<file path="src/rtl/wb_traffic_gen.sv">
// rtl/wb_traffic_gen.sv - Self-checking Wishbone B3 burst write/read-back traffic generator
//
// Sole bus master of the memory-subsystem test harness. Each transaction writes a
// pseudo-random burst (linear or wrap4/8/16) into the test window, then reads the
// same beats back and compares the selected bytes against regenerated data.
//
// Ports:
//   wb_clk_i, wb_rst_ni      clock, synchronous active-low reset
//   wb_adr_o/dat_o/sel_o     byte address (word aligned), write data, byte select
//   wb_we_o/cyc_o/stb_o      Wishbone master controls
//   wb_cti_o/bte_o           burst cycle type / burst type extension
//   wb_dat_i/ack_i/err_i/rty_i  slave read data and terminations
//   done                     sequence finished (sticky)
//   fail                     any mismatch, bus error or timeout (sticky)
//   mis_cnt, bus_err_cnt     saturating error counters
//   fail_adr                 address of the first failing beat
module wb_traffic_gen #(
    parameter int          aw            = 32,
    parameter int          dw            = 32,
    parameter int          MAX_BURST_LEN = 32,
    parameter logic [31:0] MEM_LOW       = 32'h0,
    parameter int          MEM_WORDS     = 1024,
    parameter int          TRANSACTIONS  = 1000,
    parameter int          TIMEOUT       = 255,
    parameter logic [31:0] SEED          = 32'h1
) (
    input  logic            wb_clk_i,
    input  logic            wb_rst_ni,
    output logic [aw-1:0]   wb_adr_o,
    output logic [dw-1:0]   wb_dat_o,
    output logic [dw/8-1:0] wb_sel_o,
    output logic            wb_we_o,
    output logic            wb_cyc_o,
    output logic            wb_stb_o,
    output logic [2:0]      wb_cti_o,
    output logic [1:0]      wb_bte_o,
    input  logic [dw-1:0]   wb_dat_i,
    input  logic            wb_ack_i,
    input  logic            wb_err_i,
    input  logic            wb_rty_i,
    output logic            done,
    output logic            fail,
    output logic [15:0]     mis_cnt,
    output logic [15:0]     bus_err_cnt,
    output logic [aw-1:0]   fail_adr
);
    localparam int BW = dw / 8;
    localparam int WW = $clog2(MEM_WORDS);
    localparam int LW = $clog2(MAX_BURST_LEN) + 1;
    localparam int TW = $clog2(TIMEOUT + 1);
    localparam int XW = $clog2(TRANSACTIONS + 2);
    localparam logic [31:0] TAPS = 32'h8020_0003;

    typedef enum logic [2:0] {
        S_IDLE, S_SETUP, S_WRITE, S_GAP, S_READ, S_NEXT, S_DONE
    } state_t;

    state_t         state, state_nxt;
    logic [31:0]    ctl_lfsr, dat_lfsr, saved_lfsr;
    logic [WW-1:0]  start_r;
    logic [LW-1:0]  len_r, beat_r;
    logic [1:0]     type_r;
    logic [BW-1:0]  sel_r;
    logic           rty_gap;
    logic [TW-1:0]  tmo_cnt;
    logic [XW-1:0]  tx_cnt;

    function automatic logic [31:0] lfsr_step(input logic [31:0] s);
        return s[0] ? ((s >> 1) ^ TAPS) : (s >> 1);
    endfunction

    function automatic logic [15:0] sat_inc(input logic [15:0] v);
        return (v == 16'hFFFF) ? v : v + 16'd1;
    endfunction

    // Burst parameters decoded from the control LFSR, latched in SETUP.
    logic [31:0]   lin_len32, start32, len32;
    logic [1:0]    s_type;
    logic [BW-1:0] s_sel;

    always_comb begin
        s_type    = ctl_lfsr[1:0];
        lin_len32 = (32'(ctl_lfsr[15:8]) & 32'(MAX_BURST_LEN - 1)) + 32'd1;
        start32   = 32'(ctl_lfsr[31:16]) & 32'(MEM_WORDS - 1);
        if (s_type == 2'd0) begin
            len32 = lin_len32;
            // Pull a linear burst back so it never runs off the window end.
            if (start32 + len32 > 32'(MEM_WORDS)) begin
                start32 = 32'(MEM_WORDS) - len32;
            end
        end else begin
            len32 = 32'd2 << s_type;
        end
        s_sel = BW'(ctl_lfsr[7:4]);
        if (s_sel == '0) begin
            s_sel = '1;
        end
    end

    // Data pattern (replicated or truncated to dw) and the byte-lane compare mask.
    logic [dw-1:0] gen_data, byte_mask;

    always_comb begin
        gen_data  = '0;
        byte_mask = '0;
        for (int i = 0; i < dw; i++) begin
            gen_data[i]  = dat_lfsr[i % 32];
            byte_mask[i] = sel_r[i / 8];
        end
    end

    // A linear burst uses an all-ones mask so the same expression covers both kinds.
    logic [WW-1:0] wrap_mask, cur_word;
    logic [aw-1:0] cur_adr;

    assign wrap_mask = (type_r == 2'd0) ? '1 : WW'(len_r - LW'(1));
    assign cur_word  = (start_r & ~wrap_mask) | ((start_r + WW'(beat_r)) & wrap_mask);
    assign cur_adr   = aw'(MEM_LOW) + aw'(cur_word) * aw'(BW);

    logic bus_act, beat_last, beat_ack, tmo_hit, abort, rd_mismatch;

    assign beat_last   = (beat_r == len_r - LW'(1));
    assign beat_ack    = bus_act && wb_ack_i && !wb_err_i;
    assign tmo_hit     = !wb_ack_i && !wb_rty_i && (tmo_cnt == TW'(TIMEOUT - 1));
    assign abort       = bus_act && (wb_err_i || tmo_hit);
    assign rd_mismatch = ((wb_dat_i ^ gen_data) & byte_mask) != '0;

    // State register
    always_ff @(posedge wb_clk_i) begin
        if (!wb_rst_ni) begin
            state <= S_IDLE;
        end else begin
            state <= state_nxt;
        end
    end

    // Next-state logic
    always_comb begin
        state_nxt = state;
        case (state)
            S_IDLE:  state_nxt = (TRANSACTIONS == 0) ? S_DONE : S_SETUP;
            S_SETUP: state_nxt = S_WRITE;
            S_WRITE: begin
                if (abort) begin
                    state_nxt = S_NEXT;
                end else if (beat_ack && beat_last) begin
                    state_nxt = S_GAP;
                end
            end
            S_GAP:   state_nxt = S_READ;
            S_READ: begin
                if (abort || (beat_ack && beat_last)) begin
                    state_nxt = S_NEXT;
                end
            end
            S_NEXT:  state_nxt = (32'(tx_cnt) + 32'd1 == 32'(TRANSACTIONS)) ? S_DONE : S_SETUP;
            S_DONE:  state_nxt = S_DONE;
            default: state_nxt = S_IDLE;
        endcase
    end

    // Outputs; rty_gap is the one-cycle bus release that follows a retry.
    always_comb begin
        bus_act  = ((state == S_WRITE) || (state == S_READ)) && !rty_gap;
        wb_cyc_o = bus_act;
        wb_stb_o = bus_act;
        wb_we_o  = bus_act && (state == S_WRITE);
        wb_adr_o = bus_act ? cur_adr : '0;
        wb_dat_o = wb_we_o ? gen_data : '0;
        wb_sel_o = bus_act ? sel_r : '0;
        wb_bte_o = bus_act ? type_r : 2'b00;
        wb_cti_o = 3'b000;
        if (bus_act && len_r != LW'(1)) begin
            wb_cti_o = beat_last ? 3'b111 : 3'b010;
        end
        done = (state == S_DONE);
    end

    // Datapath: burst latch, beat progress, LFSRs and error bookkeeping
    always_ff @(posedge wb_clk_i) begin
        if (!wb_rst_ni) begin
            ctl_lfsr    <= SEED;
            dat_lfsr    <= SEED;
            saved_lfsr  <= SEED;
            start_r     <= '0;
            len_r       <= '0;
            type_r      <= '0;
            sel_r       <= '0;
            beat_r      <= '0;
            rty_gap     <= 1'b0;
            tmo_cnt     <= '0;
            tx_cnt      <= '0;
            fail        <= 1'b0;
            mis_cnt     <= '0;
            bus_err_cnt <= '0;
            fail_adr    <= '0;
        end else begin
            case (state)
                S_SETUP: begin
                    start_r    <= WW'(start32);
                    len_r      <= LW'(len32);
                    type_r     <= s_type;
                    sel_r      <= s_sel;
                    saved_lfsr <= dat_lfsr;
                    ctl_lfsr   <= lfsr_step(ctl_lfsr);
                    beat_r     <= '0;
                    rty_gap    <= 1'b0;
                    tmo_cnt    <= '0;
                end
                S_WRITE, S_READ: begin
                    if (rty_gap) begin
                        rty_gap <= 1'b0;
                        tmo_cnt <= '0;
                    end else if (abort) begin
                        bus_err_cnt <= sat_inc(bus_err_cnt);
                        fail        <= 1'b1;
                        if (!fail) begin
                            fail_adr <= cur_adr;
                        end
                    end else if (beat_ack) begin
                        dat_lfsr <= lfsr_step(dat_lfsr);
                        beat_r   <= beat_r + LW'(1);
                        tmo_cnt  <= '0;
                        if (state == S_READ && rd_mismatch) begin
                            mis_cnt <= sat_inc(mis_cnt);
                            fail    <= 1'b1;
                            if (!fail) begin
                                fail_adr <= cur_adr;
                            end
                        end
                    end else if (wb_rty_i) begin
                        rty_gap <= 1'b1;
                        tmo_cnt <= '0;
                    end else begin
                        tmo_cnt <= tmo_cnt + TW'(1);
                    end
                end
                S_GAP: begin
                    // Rewind so the read phase regenerates the written data.
                    dat_lfsr <= saved_lfsr;
                    beat_r   <= '0;
                    tmo_cnt  <= '0;
                end
                S_NEXT: tx_cnt <= tx_cnt + XW'(1);
                default: ;
            endcase
        end
    end
endmodule

</file>
<file path="config.mk">
export PLATFORM = sky130hd
export DESIGN_NAME = wb_traffic_gen
export DESIGN_NICKNAME = d
export VERILOG_FILES = /design/src/rtl/wb_traffic_gen.sv
export SDC_FILE = /design/constraint.sdc
export NUM_CORES = 1
export LEC_CHECK = 0
export BUFFER_PORTS_ARGS = -buffer_cell sky130_fd_sc_hd__buf_2
export CAP_MARGIN = 20
export CORE_MARGIN = 10
export CORE_UTILIZATION = 35
export DETAILED_ROUTE_END_ITERATION = 10
export GPL_TIMING_DRIVEN = 1
export SYNTH_ARGS = -nofsm -noshare
export SYNTH_HDL_FRONTEND = slang
export SYNTH_SLANG_ARGS = --single-unit
</file>
<file path="constraint.sdc">
create_clock -name wb_clk_i -period 7.8 [get_ports wb_clk_i]
set_input_delay 1.17 -clock wb_clk_i [delete_from_list [all_inputs] [get_ports wb_clk_i]]
set_output_delay 1.17 -clock wb_clk_i [all_outputs]
set_load 0.02 [all_outputs]
</file>
Word level (Yosys, flattened, before mapping). Index checks and enable logic that the tools add are counted.

Divide/modulo/power cells: 0. Order comparisons: 1. Equality and inequality tests: 18. Reductions and logical operators: 36. Bitwise logic cells: 12. Shift-type cells: 1. $add $sub $neg: 12. Muxes and demuxes: 43. $mul: 0.

Operator list (count): $mux 32 (10); $pmux 32 s2 (1); $add 16x1->16 const B (2); $and 32x32->32 (1); $eq 16x16->1 const B (2); $mux 8 (4); $reduce_bool 32->1 (1); $xor 32x32->32 (1); $mux 10 (3); $mux 6 (4); $pmux 3 s7 (1); $and 10x10->10 (2); $mux 3 (6); $pmux 8 s2 (1); $reduce_and 4->1 (4); $mux 12 (1); $pmux 6 s2 (1); $add 10x1->11 const B (1); $add 10x6->11 (1); $eq 11x10->1 const B (1); $gt 11x11->1 const B (1); $add 10x1->10 const B (1); $add 10x6->10 (1); $logic_and 1x1->1 (10); 32 further kinds (62).

Logic and storage cells: 139. Bits in latches: 0. Memories kept: 0. Input bits: 37. Bits in read-only memories: 0. Bits in writable memories: 0. Register bits after elaboration: 211.

Longest topological paths before layout.
Word-level depth: 9. Gate-level depth with buffers: 11. Depth with buffers taken out: 10.

Worst setup path after synthesis. OpenSTA, ideal clock, no wires.

Kind: reg2out. From: reg len_r[0]. To: out wb_cti_o[2]. Arrival time: 2.206 ns. Cell stages (with the launch flop): 9. Path slack: 4.424 ns. Path buffers: 1. Path through: dfxtp_1 > inv_1 > ha_1 > xnor2_1 > xnor2_1 > nor3_1 > nand4_1 > a211oi_1 > buf_4.

Longest elaborated chain between the ends: 4.

RTL lines: from (decl) (RTL line 61) `logic [LW-1:0] len_r, beat_r;`; from (signal assigned) (RTL line 201) `len_r <= LW'(len32);`; $sub 6x1->6 (RTL line 122) `assign beat_last = (beat_r == len_r - LW'(1));`; $eq 6x6->1 (RTL line 122); $mux 3 (RTL line 174) `wb_cti_o = beat_last ? 3'b111 : 3'b010;`; $mux 3 * (RTL line 173) `if (bus_act && len_r != LW'(1)) begin`; to (decl) (RTL line 35) `output logic [2:0] wb_cti_o,`.

Every way passes the cells marked *; elsewhere a longest branch is shown, timed or not.

Final worst setup path. Same ends and word-level chain as after synthesis.

==> impl_metrics.env <==
export IMPL_cts_made_buffers=17
export IMPL_post_cts_buffers=0
export IMPL_worstHoldPathCells=2
export IMPL_cp_common_cell="xnor2_1"
export IMPL_yosysTopAreaCell="dfxtp_1"
export IMPL_io_pins=179
export IMPL_crit_buf_inv=2
export IMPL_worst_setup_path_end_kind="output port"
export IMPL_ir_worst_vdd_mv=0.225
export IMPL_r2r_end="start_r[9]"
export IMPL_worstMarginPinSlew_ps=970
export IMPL_synth_area_leaders="dfxtp_1 37%, nand2_1 7.0%, xnor2_1 6.3%, mux2i_1 4.8%, a21oi_1 4.2%"
export IMPL_ys_ff_latch=188
export IMPL_finalSetupViolCount=0
export IMPL_fin_setup_tns_ps=0
export IMPL_grtUsageTotal_pct=14.0
export IMPL_worstPathArrival_ps=2680
export IMPL_pwr_density_cell_nw_per_um2=286
export IMPL_synth_fa_ha_area_share_pct=3.62
export IMPL_slew_headroom_pct=35.4
export IMPL_ys_warn_count=0
export IMPL_clockRootBuffer="clkbuf_16"
export IMPL_path_cells="inv_1 -> ha_1 -> xnor2_1 -> xnor2_1 -> nor3_1 -> nand4_1 -> a211oi_1 -> buf_2"
export IMPL_dp_hpwl_microns=18300
export IMPL_antenna_left=0
export IMPL_reg2reg_depth=10
export IMPL_hold_violations=0
export IMPL_synth_compound_area_share_pct=14.0
export IMPL_clk_latency_ps=450
export IMPL_max_freq_mhz=260
export IMPL_cts_max_level=4
export IMPL_worst_path_max_delay_cell="dfxtp_1"
export IMPL_synth_seq_area_share_pct=37.3
export IMPL_synth_mux_area_share_pct=4.88
export IMPL_yosys_area_share_simple_pct=24.1
export IMPL_start_kind="register"
export IMPL_hp_class="reg2reg"
export IMPL_ys_types=76
export IMPL_hold_path_end="ctl_lfsr[28]"
export IMPL_path_max_fanout=7
export IMPL_crit_start="len_r[0]"
export IMPL_critPathMaxStageDelay_ps=480
export IMPL_cp_required_ps=6630
export IMPL_crit_family="flip-flops"
export IMPL_async_flop_share_pct=0
export IMPL_period_share_pct=49.4
export IMPL_vias=8416
export IMPL_initial_utilization_pct=35.3
export IMPL_synth_xor_area_share_pct=8.98
export IMPL_drc=0
export IMPL_critical_path_class="reg2out"
export IMPL_wl_per_cell_microns=15.3
export IMPL_maxCapViolCount=0
export IMPL_io_buffers=134
export IMPL_via_per_inst=4.96
export IMPL_netlist_instances=1214
export IMPL_clk_pin_slew_ps=80
export IMPL_first_iter_violations=530
export IMPL_min_period_ps=3850
export IMPL_gp_congestion=0.885
export IMPL_synth_top_flop_cell="dfxtp_1"
export IMPL_core_area_sq_um=28500
export IMPL_total_leakage_power_nw=4.56
export IMPL_yosysTopAreaCellShare_pct=37.3
export IMPL_worstHoldStart="ctl_lfsr[29]"
export IMPL_drive_above_1_share_pct=15.9
export IMPL_ys_top_cells_by_count="188 x dfxtp_1, 188 x nand2_1, 104 x nor2_1"
export IMPL_antenna_found_initial=0
export IMPL_first_pass_iters=5
export IMPL_synth_top_family_by_area="simple AND/OR/NAND/NOR gates"
export IMPL_fp_dieArea_sq_um=36000
export IMPL_grt_overflow=0
export IMPL_grt_pass1_vias=8028
export IMPL_grt_start_max_net_pins=90
export IMPL_holdBufCountCts=0
export IMPL_finClkSkew_ps=15.0
export IMPL_max_clock_path_buffers=2
export IMPL_drv_slew=0
export IMPL_fp_dieW_microns=190
export IMPL_cp_num_cells=8
export IMPL_status="completed"
export IMPL_cts_repair_resized=0
export IMPL_drt_wl_total_microns=26000
export IMPL_reg2reg_slack_ps=4710
export IMPL_worstReg2RegStart="ctl_lfsr[8]"
export IMPL_die_y_microns=190
export IMPL_synth_edf_count=0
export IMPL_layout_nets=1364
export IMPL_rsz0062_at_grt="no"
export IMPL_cts_tree="built"
export IMPL_antenna_cells=0
export IMPL_grt_pass1_wl_microns=42100
export IMPL_rows=62
export IMPL_areaGrowthSynthToFinish_pct=13.4
export IMPL_postSynthAreaPerCell_sq_um=8.31
export IMPL_fin_util_pct=40.1
export IMPL_clock_sinks=188
export IMPL_synth_area_sq_um=10100
[logic make-up after synthesis]
group,count (synthesis)
other,1
buffers and inverters,132
XOR/XNOR,101
flip-flops,188
AO/OA/AOI/OAI,207
multiplexers,49
AND/OR/NAND/NOR,508
adder cells (fa/ha/maj),28
[worst reg2reg max path: cells and delay by family, from the launching register on]
kind | cells | cell delay [ps]
simple gates | 5 | 1400
fa+ha+maj | 2 | 610
flops | 1 | 510
xor+xnor | 1 | 300
compound gates | 2 | 210
[flip-flops by register name, summed over array words and instances, names as in the netlist]
signal	cells
beat_r	6
bus_err_cnt	16
ctl_lfsr	31
dat_lfsr	32
fail	1
fail_adr	10
len_r	6
mis_cnt	16
rty_gap	1
saved_lfsr	32
sel_r	4
start_r	10
state	3
tmo_cnt	8
tx_cnt	10
type_r	2
[layer usage]
layer | part of all wire, % | track usage, %
met2 | 47 | 22.7
met1 | 47 | 18.2
met3 | 4.8 | 3.35
met5 | 0 | 0
met4 | 1.6 | 4.30
[worst max path at each step]
| stage | endpoint |
|---|---|
| finish | wb_cti_o[2] |
| global route | wb_cti_o[2] |
| CTS | wb_cti_o[2] |
| detailed placement | fail_adr[2] |
| global placement | fail_adr[4] |
| floorplan | wb_cti_o[2] |
[layout make-up]
type                            instances  area, sq um
Tap cell                              384          480
Multi-Input combinational cell        937         5780
Clock buffer                           17          425
Fill cell                            2912        17100
Timing Repair Buffer                  142          731
Inverter                               13         52.6
Sequential cell                       188         3760
Clock inverter                         15          205
[power by group]
group,switching (mW),internal [mW]
clock,0.460,0.445
combinational,0.727,0.364
sequential,0.187,1.09
total,1.37,1.90
[per-stage QoR]
| step | hold slack (ps) | instances | instance area [sq um] | setup slack (ps) | power [mW] |
|---|---|---|---|---|---|
| 6_report | 453 | 1696 | 11400 | 3950 | 3.27 |
| 4_1_cts | 456 | 1696 | 11400 | 3960 | 3.30 |
| 2_1_floorplan | 432 | 1257 | 10200 | 4420 | 2.11 |
| 3_3_place_gp | 437 | 1664 | 10800 | 4250 | 2.38 |
| 5_1_grt | 471 | 1696 | 11400 | 3800 | 3.48 |
| 3_5_place_dp | 443 | 1664 | 10800 | 4220 | 2.40 |
[cells in the final DEF (no fill, tap or decap), drive strengths merged, types with 26 or more instances in the layout]
| cell type | instances |
|---|---|
| o21ai | 29 |
| nor3 | 36 |
| ha | 26 |
| xnor2 | 72 |
| nand2 | 189 |
| xor2 | 28 |
| nor2 | 106 |
| dfxtp | 188 |
| conb | 44 |
| nand3 | 37 |
| mux2i | 48 |
| buf | 142 |
| and2 | 38 |
| a211oi | 47 |
| a21oi | 86 |
(Power assumes the default switching activity.)
